[src/rtl/m_trap_sequencer.sv]
// m_trap_sequencer
//   Issuing side of the machine-mode CSR trap interface. It picks one event per
//   idle cycle: an execute/memory exception, a fetch/decode exception, mret or a
//   pending machine interrupt. It then writes mepc/mcause/mtval/mstatus through
//   a single CSR write port, one register per enabled cycle, and finishes with
//   a one-cycle fetch redirect.
//
// Ports
//   i_clk, i_rst_n            clock, asynchronous active-low reset
//   i_clk_en                  sequencer advances only while high
//   i_exception_*_f_d_ff      fetch/decode exception code and PC
//   i_exception_*_e_m_ff      execute/memory exception code, PC, data address
//   i_mret_e                  mret in execute
//   i_irq_ext/sw/timer        level interrupt lines
//   i_irq_pc                  PC of the next instruction to commit (interrupt mepc)
//   i_mstatus/mie/mtvec/mepc  current CSR values
//   o_csr_write_*, o_csr_data single CSR write port
//   o_flush, o_stall          pipeline control
//   o_redirect_valid/pc       one-cycle fetch redirect
module m_trap_sequencer #(
    parameter logic [1:0] XLEN = 2'd2,      // 2-bit width code; 2'd2 selects 64-bit
    parameter logic [3:0] NO_E = 4'hF,      // exception code meaning "no exception"
    localparam int W = 1 << (int'(XLEN) + 4)
) (
    input  logic          i_clk,
    input  logic          i_rst_n,
    input  logic          i_clk_en,
    input  logic [3:0]    i_exception_code_f_d_ff,
    input  logic [31:0]   i_exception_pc_f_d_ff,
    input  logic [3:0]    i_exception_code_e_m_ff,
    input  logic [31:0]   i_exception_pc_e_m_ff,
    input  logic [31:0]   i_exception_addr_e_m_ff,
    input  logic          i_mret_e,
    input  logic          i_irq_ext,
    input  logic          i_irq_sw,
    input  logic          i_irq_timer,
    input  logic [31:0]   i_irq_pc,
    input  logic [W-1:0]  i_mstatus,
    input  logic [W-1:0]  i_mie,
    input  logic [W-1:0]  i_mtvec,
    input  logic [W-1:0]  i_mepc,
    output logic [11:0]   o_csr_write_addr,
    output logic [W-1:0]  o_csr_data,
    output logic          o_csr_write_enable,
    output logic          o_flush,
    output logic          o_stall,
    output logic          o_redirect_valid,
    output logic [W-1:0]  o_redirect_pc
);

    localparam logic [11:0] CSR_MSTATUS = 12'h300;
    localparam logic [11:0] CSR_MEPC    = 12'h341;
    localparam logic [11:0] CSR_MCAUSE  = 12'h342;
    localparam logic [11:0] CSR_MTVAL   = 12'h343;

    typedef enum logic [2:0] {
        ST_IDLE      = 3'd0,
        ST_W_MEPC    = 3'd1,
        ST_W_MCAUSE  = 3'd2,
        ST_W_MTVAL   = 3'd3,
        ST_W_MSTATUS = 3'd4,
        ST_REDIRECT  = 3'd5
    } state_t;

    // Zero-extend a 32-bit PC/address to the data width.
    function automatic logic [W-1:0] zext32(input logic [31:0] v);
        return W'(v);
    endfunction

    // Interrupt cause: id with the interrupt flag in the top bit.
    function automatic logic [W-1:0] irq_cause(input logic [3:0] id);
        return W'(id) | (W'(1'b1) << (W - 1));
    endfunction

    // mstatus on trap entry: MPIE <= MIE, MIE <= 0, MPP <= M.
    function automatic logic [W-1:0] trap_status(input logic [W-1:0] ms);
        logic [W-1:0] r;
        r        = ms;
        r[7]     = ms[3];
        r[3]     = 1'b0;
        r[12:11] = 2'b11;
        return r;
    endfunction

    // mstatus on mret: MIE <= MPIE, MPIE <= 1, MPP <= M.
    function automatic logic [W-1:0] mret_status(input logic [W-1:0] ms);
        logic [W-1:0] r;
        r        = ms;
        r[3]     = ms[7];
        r[7]     = 1'b1;
        r[12:11] = 2'b11;
        return r;
    endfunction

    // Trap vector: vectored mode only offsets interrupts; reserved modes use base.
    function automatic logic [W-1:0] trap_target(input logic [W-1:0] tvec,
                                                 input logic [W-1:0] cause,
                                                 input logic         is_irq);
        logic [W-1:0] base;
        base = tvec & ~W'(2'b11);
        if ((tvec[1:0] == 2'b01) && is_irq) begin
            return base + (W'(cause[3:0]) << 2);
        end else begin
            return base;
        end
    endfunction

    state_t         state_r, state_nx_s;
    logic [W-1:0]   cause_r, cause_nx_s;
    logic [W-1:0]   epc_r, epc_nx_s;
    logic [W-1:0]   tval_r, tval_nx_s;
    logic           irq_r, irq_nx_s;
    logic           mret_r, mret_nx_s;
    logic           accept_s;

    logic           em_valid_s, fd_valid_s;
    logic [W-1:0]   line_vec_s, irq_eff_s;
    logic [3:0]     irq_id_s;

    logic [11:0]    csr_addr_r, csr_addr_nx_s;
    logic [W-1:0]   csr_data_r, csr_data_nx_s;
    logic           csr_we_r, csr_we_nx_s;
    logic           flush_r, stall_r, redir_valid_r;
    logic [W-1:0]   redir_pc_r, redir_pc_nx_s;

    assign em_valid_s = (i_exception_code_e_m_ff != NO_E);
    assign fd_valid_s = (i_exception_code_f_d_ff != NO_E);

    // Place the interrupt lines at their mie bit positions and qualify them.
    always_comb begin
        line_vec_s     = '0;
        line_vec_s[11] = i_irq_ext;
        line_vec_s[3]  = i_irq_sw;
        line_vec_s[7]  = i_irq_timer;
        irq_eff_s      = i_mie & line_vec_s & {W{i_mstatus[3]}};
    end

    // Fixed interrupt priority: external, software, timer.
    always_comb begin
        if (irq_eff_s[11]) begin
            irq_id_s = 4'd11;
        end else if (irq_eff_s[3]) begin
            irq_id_s = 4'd3;
        end else if (irq_eff_s[7]) begin
            irq_id_s = 4'd7;
        end else begin
            irq_id_s = 4'd0;
        end
    end

    // Next state and captured trap information; arbitration happens only in IDLE.
    always_comb begin
        state_nx_s = state_r;
        cause_nx_s = cause_r;
        epc_nx_s   = epc_r;
        tval_nx_s  = tval_r;
        irq_nx_s   = irq_r;
        mret_nx_s  = mret_r;
        accept_s   = 1'b0;
        case (state_r)
            ST_IDLE: begin
                if (em_valid_s) begin
                    // Older instruction wins; a coincident f_d exception or mret is dropped.
                    accept_s   = 1'b1;
                    state_nx_s = ST_W_MEPC;
                    cause_nx_s = W'(i_exception_code_e_m_ff);
                    epc_nx_s   = zext32(i_exception_pc_e_m_ff);
                    tval_nx_s  = zext32(i_exception_addr_e_m_ff);
                    irq_nx_s   = 1'b0;
                    mret_nx_s  = 1'b0;
                end else if (fd_valid_s) begin
                    accept_s   = 1'b1;
                    state_nx_s = ST_W_MEPC;
                    cause_nx_s = W'(i_exception_code_f_d_ff);
                    epc_nx_s   = zext32(i_exception_pc_f_d_ff);
                    tval_nx_s  = zext32(i_exception_pc_f_d_ff);
                    irq_nx_s   = 1'b0;
                    mret_nx_s  = 1'b0;
                end else if (i_mret_e) begin
                    accept_s   = 1'b1;
                    state_nx_s = ST_W_MSTATUS;
                    irq_nx_s   = 1'b0;
                    mret_nx_s  = 1'b1;
                end else if (|irq_eff_s) begin
                    accept_s   = 1'b1;
                    state_nx_s = ST_W_MEPC;
                    cause_nx_s = irq_cause(irq_id_s);
                    epc_nx_s   = zext32(i_irq_pc);
                    tval_nx_s  = '0;
                    irq_nx_s   = 1'b1;
                    mret_nx_s  = 1'b0;
                end else begin
                    state_nx_s = ST_IDLE;
                end
            end
            ST_W_MEPC:    state_nx_s = ST_W_MCAUSE;
            ST_W_MCAUSE:  state_nx_s = ST_W_MTVAL;
            ST_W_MTVAL:   state_nx_s = ST_W_MSTATUS;
            ST_W_MSTATUS: state_nx_s = ST_REDIRECT;
            ST_REDIRECT:  state_nx_s = ST_IDLE;
            default:      state_nx_s = ST_IDLE;
        endcase
    end

    // Output values for the state being entered, so the output registers line up with it.
    always_comb begin
        csr_addr_nx_s = 12'h000;
        csr_data_nx_s = '0;
        csr_we_nx_s   = 1'b0;
        redir_pc_nx_s = '0;
        case (state_nx_s)
            ST_W_MEPC: begin
                csr_addr_nx_s = CSR_MEPC;
                csr_data_nx_s = epc_nx_s;
                csr_we_nx_s   = 1'b1;
            end
            ST_W_MCAUSE: begin
                csr_addr_nx_s = CSR_MCAUSE;
                csr_data_nx_s = cause_nx_s;
                csr_we_nx_s   = 1'b1;
            end
            ST_W_MTVAL: begin
                csr_addr_nx_s = CSR_MTVAL;
                csr_data_nx_s = tval_nx_s;
                csr_we_nx_s   = 1'b1;
            end
            ST_W_MSTATUS: begin
                csr_addr_nx_s = CSR_MSTATUS;
                csr_data_nx_s = mret_nx_s ? mret_status(i_mstatus) : trap_status(i_mstatus);
                csr_we_nx_s   = 1'b1;
            end
            ST_REDIRECT: begin
                if (mret_nx_s) begin
                    redir_pc_nx_s = i_mepc & ~W'(2'b11);
                end else begin
                    redir_pc_nx_s = trap_target(i_mtvec, cause_nx_s, irq_nx_s);
                end
            end
            default: begin
                csr_we_nx_s = 1'b0;
            end
        endcase
    end

    // State, captured trap data and registered outputs; everything holds while disabled.
    always_ff @(posedge i_clk or negedge i_rst_n) begin
        if (!i_rst_n) begin
            state_r       <= ST_IDLE;
            cause_r       <= '0;
            epc_r         <= '0;
            tval_r        <= '0;
            irq_r         <= 1'b0;
            mret_r        <= 1'b0;
            csr_addr_r    <= 12'h000;
            csr_data_r    <= '0;
            csr_we_r      <= 1'b0;
            flush_r       <= 1'b0;
            stall_r       <= 1'b0;
            redir_valid_r <= 1'b0;
            redir_pc_r    <= '0;
        end else if (i_clk_en) begin
            state_r       <= state_nx_s;
            cause_r       <= cause_nx_s;
            epc_r         <= epc_nx_s;
            tval_r        <= tval_nx_s;
            irq_r         <= irq_nx_s;
            mret_r        <= mret_nx_s;
            csr_addr_r    <= csr_addr_nx_s;
            csr_data_r    <= csr_data_nx_s;
            csr_we_r      <= csr_we_nx_s;
            flush_r       <= accept_s;
            stall_r       <= (state_nx_s != ST_IDLE);
            redir_valid_r <= (state_nx_s == ST_REDIRECT);
            redir_pc_r    <= redir_pc_nx_s;
        end
    end

    // The strobe is masked while disabled so a frozen write cycle is not committed twice.
    assign o_csr_write_enable = csr_we_r & i_clk_en;
    assign o_csr_write_addr   = csr_addr_r;
    assign o_csr_data         = csr_data_r;
    assign o_flush            = flush_r;
    assign o_stall            = stall_r;
    assign o_redirect_valid   = redir_valid_r;
    assign o_redirect_pc      = redir_pc_r;

endmodule

[config.mk]
export PLATFORM = sky130hd
export DESIGN_NAME = m_trap_sequencer
export DESIGN_NICKNAME = d
export VERILOG_FILES = /design/src/rtl/m_trap_sequencer.sv
export SDC_FILE = /design/constraint.sdc
export NUM_CORES = 1
export LEC_CHECK = 0
export ABC_AREA = 1
export CAP_MARGIN = 20
export CELL_PAD_IN_SITES_DETAIL_PLACEMENT = 1
export CELL_PAD_IN_SITES_GLOBAL_PLACEMENT = 1
export CORE_UTILIZATION = 30
export DETAILED_ROUTE_END_ITERATION = 10
export HOLD_SLACK_MARGIN = 0.06
export PLACE_DENSITY = 0.79
export SLEW_MARGIN = 5
export SYNTH_ARGS = -nofsm -noshare
export SYNTH_HDL_FRONTEND = slang
export SYNTH_SLANG_ARGS = --single-unit
[constraint.sdc]
create_clock -name i_clk -period 3.56 [get_ports i_clk]
set_clock_uncertainty 0.15 [all_clocks]
set_input_delay 0.534 -clock i_clk [delete_from_list [all_inputs] [get_ports i_clk]]
set_output_delay 0.534 -clock i_clk [all_outputs]
set_load 0.02 [all_outputs]
-- Word-level counts from Yosys, hierarchy flattened
Cells that the tools add are included.
- output and inout bits: 144
- bits in registers: 341
- logic and storage cells: 79
- bits of input ports: 399
- bitwise logic cells: 3
- muxes and demuxes: 45
- equal/unequal tests: 12
- $add $sub $neg: 1
- reduce and logical (&&, ||, !) cells: 5
- operator list (operator ; count):
    64-bit two-way mux ; 18
    64-bit case mux with 4 select lines ; 1
    64-bit by 6-bit adder with 64-bit output ; 1
    64-bit by 12-bit bitwise AND with 64-bit output ; 1
    64-bit bitwise AND ; 1
    64-bit OR reduction ; 1
    10-bit case mux with 4 select lines ; 1
    1-bit two-way mux ; 17
    3-bit two-way mux ; 5
    3-bit case mux with 5 select lines ; 1
    3-bit by 2-bit equality test with 1-bit output (second input constant) ; 4
    3-bit equality test (second input constant) ; 3
    8-bit two-way mux ; 1
    4-bit != test (second input constant) ; 2
    3-bit by 1-bit equality test with 1-bit output (second input constant) ; 2
    4-bit two-way mux ; 1
    4-bit OR reduction ; 1
    3-bit logical NOT ; 1
    3-bit nonzero test ; 1
    2-bit by 1-bit equality test with 1-bit output (second input constant) ; 1
    1-bit bitwise AND ; 1
    1-bit logical AND ; 1

-- Depth between registers and ports, before layout
- depth in word-level cells: 14
- depth in mapped cells: 27
- gate-level depth less buffers: 26

-- Least setup slack after synthesis
OpenSTA, ideal clock, no wires.
- kind: input to register
- start point: input i_exception_code_e_m_ff[2]
- end point: register redir_pc_r[34] (netlist: o_redirect_pc[34])
- data arrival time: 3.161 ns
- data required time: 3.294 ns
- path slack: 0.133 ns
- stages: 21
- cells stage by stage: nand2_1 > nor2_4 > nand2_1 > nand2_2 > nand2_2 > clkbuf_1 > o21ai_0 > inv_1 > ha_1 > fa_1 > nand3_1 > nand3_1 > nand2_1 > nor2_1 > nand2_1 > xor2_1 > nand2_1 > o21ai_1 > nand2_1 > nand2_1 > nand2_1
- cells in the longest elaborated chain, start to end: 7
- elaborated cells on any way between the ends: 15
- ends and longest elaborated chain (what ; line ; text):
    from (decl) ; 30 ; input logic [3:0] i_exception_code_e_m_ff,
    4-bit != test ; 126 ; assign em_valid_s = (i_exception_code_e_m_ff != NO_E);
    64-bit two-way mux ; 162 ; if (em_valid_s) begin
    64-bit two-way mux ; 160 ; case (state_r)
    via cause_nx_s[0] ; 109 ; logic [W-1:0] cause_r, cause_nx_s;
    64-bit by 6-bit adder with 64-bit output ; 102 ; return base + (W'(cause[3:0]) << 2);
    64-bit two-way mux ; 101 ; if ((tvec[1:0] == 2'b01) && is_irq) begin
    64-bit two-way mux ; 233 ; if (mret_nx_s) begin
    64-bit two-way mux ; 211 ; case (state_nx_s)
    to (signal assigned) ; 274 ; redir_pc_r <= redir_pc_nx_s;
    to (decl) ; 124 ; logic [W-1:0] redir_pc_r, redir_pc_nx_s;
The timed path passes the listed nets, and every way through them passes these cells.
A chain may end at the register's enable or synchronous reset.

-- Worst setup path in the final report
- start point: input i_exception_code_e_m_ff[3]
- end point: register redir_pc_r[18] (netlist: o_redirect_pc[18])
The elaborated chain is that of the path after synthesis.

==> results.toml <==
[hold_path]
hold_path.class = "primary input to flop"

[yosys]
yosys-top-cells-area = "dfrtp_1 (42%), nand2_1 (20%), nor2_1 (8.8%)"
synth_cell_types = 45
synth-main-ff-cell = "dfrtp_1"
synth.largest_area_cell = "dfrtp_1"
synth_compound_area_frac = 0.105
synth_top_family_by_area = "simple AND/OR/NAND/NOR gates"
ys_ff_latch = 298
synthArstFlopShare = 1.00
synthTopCellsByCount = "nand2_1 (931), nor2_1 (415), dfrtp_1 (298)"
synthMostInstantiatedCell = "nand2_1"
muxShareOfSynthArea = 0
synth_warnings = 0
synth_xor_area_frac = 0.0128
yosys.area_share.adder = 0.00466
syn_avg_cell_area_um2 = 6.66
synth_cells = 2662
yosysSeqAreaShare = 0.421
synth_top_cell_area_share = 0.421
syn_area_um2 = 17700
synthSimpleGateAreaFrac = 0.355
synth-edff-count = 0

[place]
gp_congestion = 0.979
portBuffers = 468
place_ws_ps = -779
hpwl_um = 61500

[clock_tree]
clk_latency_ps = 580
clock-root-buffer = "clkbuf_16"
cts_tree = "built"
htree_levels = 2
cts_made_buffers = 37
cts_max_path_buffers = 3
clkTransAtPathRegs_ps = 60
clock-sinks = 298

[power_and_ir_drop]
powerDensity_nw_per_um2 = 675
leakage_nw = 12.1
vdd.ir_drop.worst_v = 0.000317
total_power_mw = 17.0

[timing]
drv_slew = 0
fin_tns_setup_ps = 0
min_period_ps = 3440
finalHoldViolations = 0
setup_violations = 0
fmax_ghz = 0.291
setup_ws_ps = 125
post-route-period-util = 0.965
worstMarginPinSlew_ps = 1030
slew_headroom = 0.314

[final_layout]
regArea_um2 = 7460
drive_gt1_frac = 0.0745
fin_util = 0.433
fin_nets = 3548
multi_input_area_um2 = 8630
syn_to_final_growth_pct = 41.8
fillers = 7339

[setup_path]
crit_path_end = "o_redirect_pc[18]$_DFFE_PN0P_"
startpoint = "i_exception_code_e_m_ff[3]"
cp_max_fo = 5
r2r_slack_ps = 250
r2r_cells = 24
crit-reg2reg-launch = "state_r[1]$_DFFE_PN0P_"
r2r-end = "o_redirect_pc[31]$_DFFE_PN0P_"
cp_data_arrival_time_ps = 3730
end_kind = "flop"
start_kind = "primary input"
worstSetupPathType = "primary input to flop"
crit_required_ps = 3850

[grt]
grt_max_degree = 102
track_usage = 0.267
grt_overflow = 0
antenna_found_initial = 13
grt_pass1_wl_um = 123000
grt_pass1_vias = 20688

[routing]
drtIter0Drc = 1212
wire_per_inst_um = 20.7
num_vias = 19714
dr.pass1.iters = 6
drc = 0
viasPerCell = 5.00
wirelength_um = 81800
postRouteAntennaNets = 0

[die]
num_io_pins = 543
die_area_um2 = 60100
start_util = 0.305
rows = 88
core_um2 = 58000
die_h_um = 245
die_width_um = 245

[outcome]
status = "complete, no violations"

[flow_run]
max_cap_viol_count = 0
state kept, by name (all words and copies together) (netlist names):
signal	count
mret_r	1
irq_r	1
o_redirect_pc	62
tval_r	64
o_stall	1
o_flush	1
o_csr_data	64
cause_r	64
o_redirect_valid	1
o_csr_write_addr	4
epc_r	32
state_r	3
worst max-delay path, stage by stage:
cell             delay, ps
clkdlybuf4s50_1        520
nand2_1                110
nor2_4                 200
inv_2                   60
o21ai_1                150
nand2_1                140
o21ai_1                130
inv_1                   70
ha_1                   220
fa_2                   400
nand3_1                110
nand3_2                110
nand2_2                130
nor2_1                  50
buf_4                  150
xnor2_1                130
nand2_1                 60
o21ai_1                120
nand2_1                150
nand2_1                100
nand2_1                 60
layout make-up:
cell class / instances / share of cell area
Multi-Input combinational cell: 1941 / 0.344
Antenna cell: 12 / 0.00119
Sequential cell: 298 / 0.297
Tap cell: 765 / 0.0381
Inverter: 285 / 0.0429
Clock buffer: 47 / 0.0411
Timing Repair Buffer: 580 / 0.228
Clock inverter: 17 / 0.00876
layout by cell type (no fill, tap or decap), types with 12 or more instances in the layout:
cell type	Yosys	final
a21oi_1	39	39
buf_12	0	15
buf_4	20	96
clkbuf_16	0	37
clkdlybuf4s50_1	0	465
dfrtp_1	298	297
diode_2	0	12
inv_1	278	274
nand2_1	931	919
nand2_2	3	13
nand3_1	119	116
nand4_1	49	49
nor2_1	415	410
o21ai_0	187	181
o21ai_1	29	31
o22ai_1	63	63
xor2_1	18	18
stage by stage:
| stage | cell area (µm²) | hold WS (ps) | std cells |
|---|---|---|---|
| after floorplan | 17800 | 88.4 | 2670 |
| after global placement | 23600 | 314 | 3859 |
| after detailed placement | 23600 | 316 | 3859 |
| after CTS | 25000 | 242 | 3928 |
| after global routing | 25100 | 292 | 3944 |
| final | 25100 | 280 | 3945 |
worst min-delay path by stage:
stage	cells past startpoint	to	slack, ps	start
2_1_floorplan	0	cause_r[0]$_DFFE_PN0P_	90	i_rst_n
3_3_place_gp	2	o_csr_data[6]$_DFFE_PN0P_	310	o_csr_data[6]$_DFFE_PN0P_
3_5_place_dp	2	o_redirect_pc[33]$_DFFE_PN0P_	320	o_redirect_pc[33]$_DFFE_PN0P_
4_1_cts	3	o_stall$_DFFE_PN0P_	240	i_clk_en
5_1_grt	3	o_stall$_DFFE_PN0P_	290	i_clk_en
6_report	3	o_stall$_DFFE_PN0P_	280	i_clk_en
logic make-up after synthesis:
group           count (synthesis)
flops                         298
compound gates                342
fa+ha+maj                       6
other cells                     1
simple gates                 1558
xor+xnor                       26
buf+inv                       431
power by group:
group | internal (mW) | switching [mW] | total [mW]
logic | 3.07 | 4.88 | 7.95
clock network | 2.30 | 1.67 | 3.97
registers | 4.41 | 0.632 | 5.04
routing by layer:
layer	vias up	wire length, µm	track usage	part of all wire
met2	527	39100	0.448	0.48
met1	9796	36800	0.361	0.45
met3	107	3950	0.0333	0.048
met4	8	1870	0.0669	0.023
li1	9276	-	-	-
met5	-	53	0	0.00065
timing repair:
| action | CTS | global route |
|---|---|---|
| hold buffers | 1 | 0 |
| endpoints found under the setup margin | 36 | 52 |
| buffers inserted | 4 | 5 |
| cloned | 0 | 0 |
| resized for setup | 8 | 32 |
| pin swaps | 1 | 6 |
| hold endpoints to repair | 60 | 0 |
Note: power is estimated with default switching activity, not from simulation.
